<file path="src/rtl/b11_arbiter.sv">
// Three-requester round-robin front end for a shared scrambler datapath: grant, strobe, wait, respond.
// Optional build macro B11_ARB_TIMEOUT_EN adds a WAIT-state abort after TIMEOUT cycles without dp_done.
module b11_arbiter #(
  parameter int TIMEOUT = 63
) (
  input  logic        clock,
  input  logic        reset,
  input  logic [2:0]  req_valid,
  input  logic [17:0] req_data,
  output logic [2:0]  req_ready,
  output logic [5:0]  dp_x_in,
  output logic        dp_stbi,
  input  logic        dp_done,
  input  logic [5:0]  dp_x_out,
  output logic        rsp_valid,
  input  logic        rsp_ready,
  output logic [1:0]  rsp_id,
  output logic [5:0]  rsp_data,
  output logic        rsp_err,
  output logic        busy,
  output logic [7:0]  done_count
);

  typedef enum logic [1:0] {S_IDLE, S_LAUNCH, S_WAIT, S_RESP} state_t;

  state_t      r_state, w_state_nxt;
  logic [1:0]  r_last;
  logic [5:0]  r_dp_x_in;
  logic [1:0]  r_rsp_id;
  logic [5:0]  r_rsp_data;
  logic [7:0]  r_done_count;
  logic        w_found;
  logic [1:0]  w_win;
  logic [5:0]  w_opnd;
  logic        w_accept;
  logic        w_timeout;

  if (TIMEOUT < 1 || TIMEOUT > 63) begin : g_bad_timeout
    $error("TIMEOUT must fit the 6-bit counter (1..63)");
  end

  // Search order starts just after the previous winner.
  function automatic logic [2:0] rr_pick(input logic [1:0] last, input logic [2:0] v);
    logic [1:0] o0, o1, o2;
    case (last)
      2'd0:    begin o0 = 2'd1; o1 = 2'd2; o2 = 2'd0; end
      2'd1:    begin o0 = 2'd2; o1 = 2'd0; o2 = 2'd1; end
      default: begin o0 = 2'd0; o1 = 2'd1; o2 = 2'd2; end
    endcase
    if (v[o0])      return {1'b1, o0};
    else if (v[o1]) return {1'b1, o1};
    else if (v[o2]) return {1'b1, o2};
    return 3'b000;
  endfunction

  assign {w_found, w_win} = rr_pick(r_last, req_valid);
  assign w_accept = (r_state == S_IDLE) && w_found && reset;

  always_comb begin
    case (w_win)
      2'd1:    w_opnd = req_data[11:6];
      2'd2:    w_opnd = req_data[17:12];
      default: w_opnd = req_data[5:0];
    endcase
  end

`ifdef B11_ARB_TIMEOUT_EN
  logic [5:0] r_cnt;
  logic [5:0] w_cnt_inc;
  logic       r_rsp_err;

  assign w_cnt_inc = r_cnt + 6'd1;
  // A dp_done in the expiring cycle takes precedence over the abort.
  assign w_timeout = (r_state == S_WAIT) && !dp_done && (w_cnt_inc == 6'(TIMEOUT));

  always_ff @(posedge clock) begin
    if (!reset) begin
      r_cnt     <= 6'd0;
      r_rsp_err <= 1'b0;
    end else begin
      if (r_state == S_LAUNCH)
        r_cnt <= 6'd0;
      else if (r_state == S_WAIT && !dp_done)
        r_cnt <= w_cnt_inc;
      if (r_state == S_WAIT && dp_done)
        r_rsp_err <= 1'b0;
      else if (w_timeout)
        r_rsp_err <= 1'b1;
    end
  end

  assign rsp_err = r_rsp_err;
`else
  assign w_timeout = 1'b0;
  assign rsp_err   = 1'b0;
`endif

  always_ff @(posedge clock) begin
    if (!reset) r_state <= S_IDLE;
    else        r_state <= w_state_nxt;
  end

  always_comb begin
    w_state_nxt = r_state;
    case (r_state)
      S_IDLE:   if (w_accept) w_state_nxt = S_LAUNCH;
      S_LAUNCH: w_state_nxt = S_WAIT;
      S_WAIT:   if (dp_done || w_timeout) w_state_nxt = S_RESP;
      S_RESP:   if (rsp_ready) w_state_nxt = S_IDLE;
      default:  w_state_nxt = S_IDLE;
    endcase
  end

  always_comb begin
    req_ready = 3'b000;
    dp_stbi   = 1'b1;
    busy      = 1'b1;
    rsp_valid = 1'b0;
    case (r_state)
      S_IDLE: begin
        busy = 1'b0;
        if (reset && w_found) req_ready = 3'b001 << w_win;
      end
      S_LAUNCH: dp_stbi   = 1'b0;
      S_RESP:   rsp_valid = 1'b1;
      default: ;
    endcase
  end

  always_ff @(posedge clock) begin
    if (!reset) begin
      r_last       <= 2'd2;
      r_dp_x_in    <= 6'd0;
      r_rsp_id     <= 2'd0;
      r_rsp_data   <= 6'd0;
      r_done_count <= 8'd0;
    end else begin
      if (w_accept) begin
        r_dp_x_in <= w_opnd;
        r_rsp_id  <= w_win;
        r_last    <= w_win;
      end
      if (r_state == S_WAIT && dp_done)
        r_rsp_data <= dp_x_out;
      else if (w_timeout)
        r_rsp_data <= 6'd0;
      if (r_state == S_RESP && rsp_ready)
        r_done_count <= r_done_count + 8'd1;
    end
  end

  assign dp_x_in    = r_dp_x_in;
  assign rsp_id     = r_rsp_id;
  assign rsp_data   = r_rsp_data;
  assign done_count = r_done_count;

endmodule

</file>
<file path="config.mk">
export PLATFORM = sky130hd
export DESIGN_NAME = b11_arbiter
export DESIGN_NICKNAME = d
export VERILOG_FILES = /design/src/rtl/b11_arbiter.sv
export SDC_FILE = /design/constraint.sdc
export NUM_CORES = 1
export LEC_CHECK = 0
export BUFFER_PORTS_ARGS = -buffer_cell sky130_fd_sc_hd__buf_2
export CAP_MARGIN = 25
export CORE_MARGIN = 5
export CORE_UTILIZATION = 49
export DETAILED_ROUTE_END_ITERATION = 7
export GPL_TIMING_DRIVEN = 0
export HOLD_SLACK_MARGIN = 0.08
export PLACE_DENSITY = 0.84
export SLEW_MARGIN = 0
export SYNTH_ARGS = -nofsm -noshare
export SYNTH_HDL_FRONTEND = slang
export SYNTH_SLANG_ARGS = --single-unit
</file>
<file path="constraint.sdc">
create_clock -name clock -period 5.87 [get_ports clock]
set_clock_uncertainty 0.1 [all_clocks]
set_input_delay 0.2935 -clock clock [delete_from_list [all_inputs] [get_ports clock]]
set_output_delay 0.2935 -clock clock [all_outputs]
set_load 0.01 [all_outputs]
</file>
==> reports/qor.yml <==
finish:
  multiInputGateArea_um2: 701.9
  final_cells: 244
  nets: 254
  num-fill-cells: 242
  final_cell_area_um2: 1628
  n_antenna_cell: 0
  drive_gt1_share_pct: 31.31
  seqCellArea_um2: 500.5
  area_growth_pct: 26.93
global_route:
  antenna_found_initial: 0
  grt_pass1_vias: 1136
  grt_pass1_wl_mm: 4.740
  grtUsageTotal_pct: 16.22
  grt_max_degree: 15
  gr-total-overflow: 0
clock_network:
  clock_sinks: 25
  cts_tree: "yes"
  ctsHtreeMaxLevel: 1
  cts_buffers: 3
  cts_hold_buf: 0
  cts_max_path_buffers: 2
  clk_pin_slew_ns: 0.13
  ctsResizeCount: 0
  postCtsSetupRepairBufs: 0
  cts_root_buf: "clkbuf_4"
  clk_latency_ns: 0.31
yosys:
  synth.top_cells.by_count: "25 x dfxtp_1, 20 x a21oi_1, 12 x nand2_1, 11 x inv_1, 11 x nand3_1"
  synth_most_common_cell: "dfxtp_1"
  ys_types: 34
  syn_avg_cell_area_um2: 8.328
  async_flop_share_pct: 0
  ys_warn_count: 0
  synthCells: 154
  synth-seq-cells: 25
  synth_nets: 193
  synth_flop_cell: "dfxtp_1"
  yosysTopAreaCell: "dfxtp_1"
  synth_edf_count: 0
  yosysTopAreaCellShare_pct: 39.02
  synth_area_um2: 1282
  ys_seq_area_share_pct: 39.02
  ys_top_cells_by_area: "dfxtp_1 39%, a21oi_1 7.8%, ha_1 7.8%"
floorplanning:
  dieArea_um2: 3741
  start_util_pct: 51.30
  pin_count: 60
  dieHeight_um: 61.16
  rows: 18
  core_area_um2: 2500
  die_x_um: 61.16
critical_path:
  worstPathMaxFanout: 7
  worst_ep_required_time_ns: 5.48
  crit_arrival_ns: 2.06
  path_class: "reg -> out"
  startpoint_type: "flop"
  cp-end-kind: "output port"
sta:
  timing.final.ws_setup_ns: 3.412
  drv_slew: 0
  worst_pin_slew_ns: 0.6318
  rsz0062_at_grt: "no"
  fin_crit_sh_pct: 41.87
  setup_viol: 0
  holdWs_ns: 0.1190
  fmax_mhz: 406.8
  period_needed_ns: 2.458
  hold_violations: 0
  final.setup.tns_ns: 0
  maxSlewHeadroom_pct: 57.35
placed_design:
  port_buffers: 56
  dpl.hpwl_mm: 2.348
  pre_cts_ws_ns: 3.566
  dpl.cell_count: 240
  gp_congestion: 0.8250
  postPlaceCellArea_um2: 1600
detailed_routing:
  drtPass1Iterations: 6
  vias_per_cell: 5.279
  wl_met3_um: 319
  wl_met1_mm: 1.309
  drt_iter0_drc: 65
  ant_nets: 0
  highest_layer: "met4"
  drc: 0
  vias: 1288
  dr_wl_met2_mm: 1.237
  wirelength_mm: 2.879
  wl_per_cell_um: 11.80
run:
  maxCapViolCount: 0
power:
  ir_worst_vdd_v: 0.0002487
  p_leak_nw: 0.7692
  p_per_area_nw_per_um2: 356.7
hold_path:
  min_path_type: "in -> reg"
status:
  outcome: "completed"
==> sequential cells by signal, indices dropped and copies added (netlist names) <==
name	cells
rsp_id	1
dp_x_in	6
done_count	8
r_last	2
rsp_data	6
r_state	2
==> cell families (layout without fill, tap and decap cells) <==
logic type	count (synthesis)	count (layout)	share of synthesized area (%)
simple gates	51	51	20.49
fa+ha+maj	8	8	7.805
mux	1	1	0.7805
compound gates	47	47	24.00
other cells	1	1	0.2924
buf+inv	19	79	6.243
xor+xnor	2	2	1.366
flops	25	25	39.02
==> stage by stage <==
stage | total power, mW | util [%]
floorplan | 0.4271 | -
finish | 0.5806 | 65.12
detailed placement | 0.5136 | 64.01
global placement | 0.5090 | 64.01
global route | 0.6370 | 65.12
CTS | 0.5898 | 65.12
==> per-layer routing <==
metal	vias to the layer above	global-route usage, %
li1	672	-
met1	559	21.76
met2	55	25.68
met3	2	3.354
met4	0	5.882
met5	-	0
==> worst max-delay path, stage by stage, from the launching register on <==
cell,delay (ns)
dfxtp_1,0.39
inv_1,0.05
o311a_1,0.37
or3_1,0.35
ha_1,0.29
and2_1,0.17
buf_2,0.13
==> where the power goes <==
group	leakage, nW	total [mW]	switching (mW)	internal [mW]
clock network	0.0177	0.0745	0.0491	0.0254
registers	0.204	0.234	0.0247	0.209
logic	0.548	0.272	0.150	0.122
==> final cells by class <==
| cell class | count | area share, % |
|---|---|---|
| inverter | 11 | 2.537 |
| clock buffer | 3 | 1.384 |
| buffer | 8 | 2.383 |
| clock inverter | 1 | 0.3075 |
| timing repair buffer | 56 | 17.22 |
| multi-input combinational | 110 | 43.12 |
| tap | 30 | 2.306 |
| sequential | 25 | 30.75 |
==> cell usage in the layout, fill, tap and decap left out, drive strengths merged, types with 4 or more instances in the layout <==
cell / Yosys / layout
a22o: 6 / 6
a21oi: 20 / 20
a22oi: 6 / 6
clkbuf: 5 / 8
o21ai: 4 / 4
buf: 3 / 59
nand3: 11 / 11
inv: 11 / 11
dfxtp: 25 / 25
ha: 8 / 8
nand2: 12 / 12
nor2: 9 / 9
or3: 4 / 4
==> worst paths after layout <==
check	from	end	slack (ns)	cells past startpoint
min reg2reg	rsp_data[1]$_SDFFE_PN0P_	rsp_data[1]$_SDFFE_PN0P_	0.36	2
max reg2reg	r_last[0]$_SDFFE_PN0P_	dp_x_in[5]$_SDFFE_PN0P_	3.57	7
max	r_last[0]$_SDFFE_PN0P_	req_ready[2]	3.41	6
min	dp_x_out[1]	rsp_data[1]$_SDFFE_PN0P_	0.12	3
No activity file was read; power rests on OpenSTA's default activity.
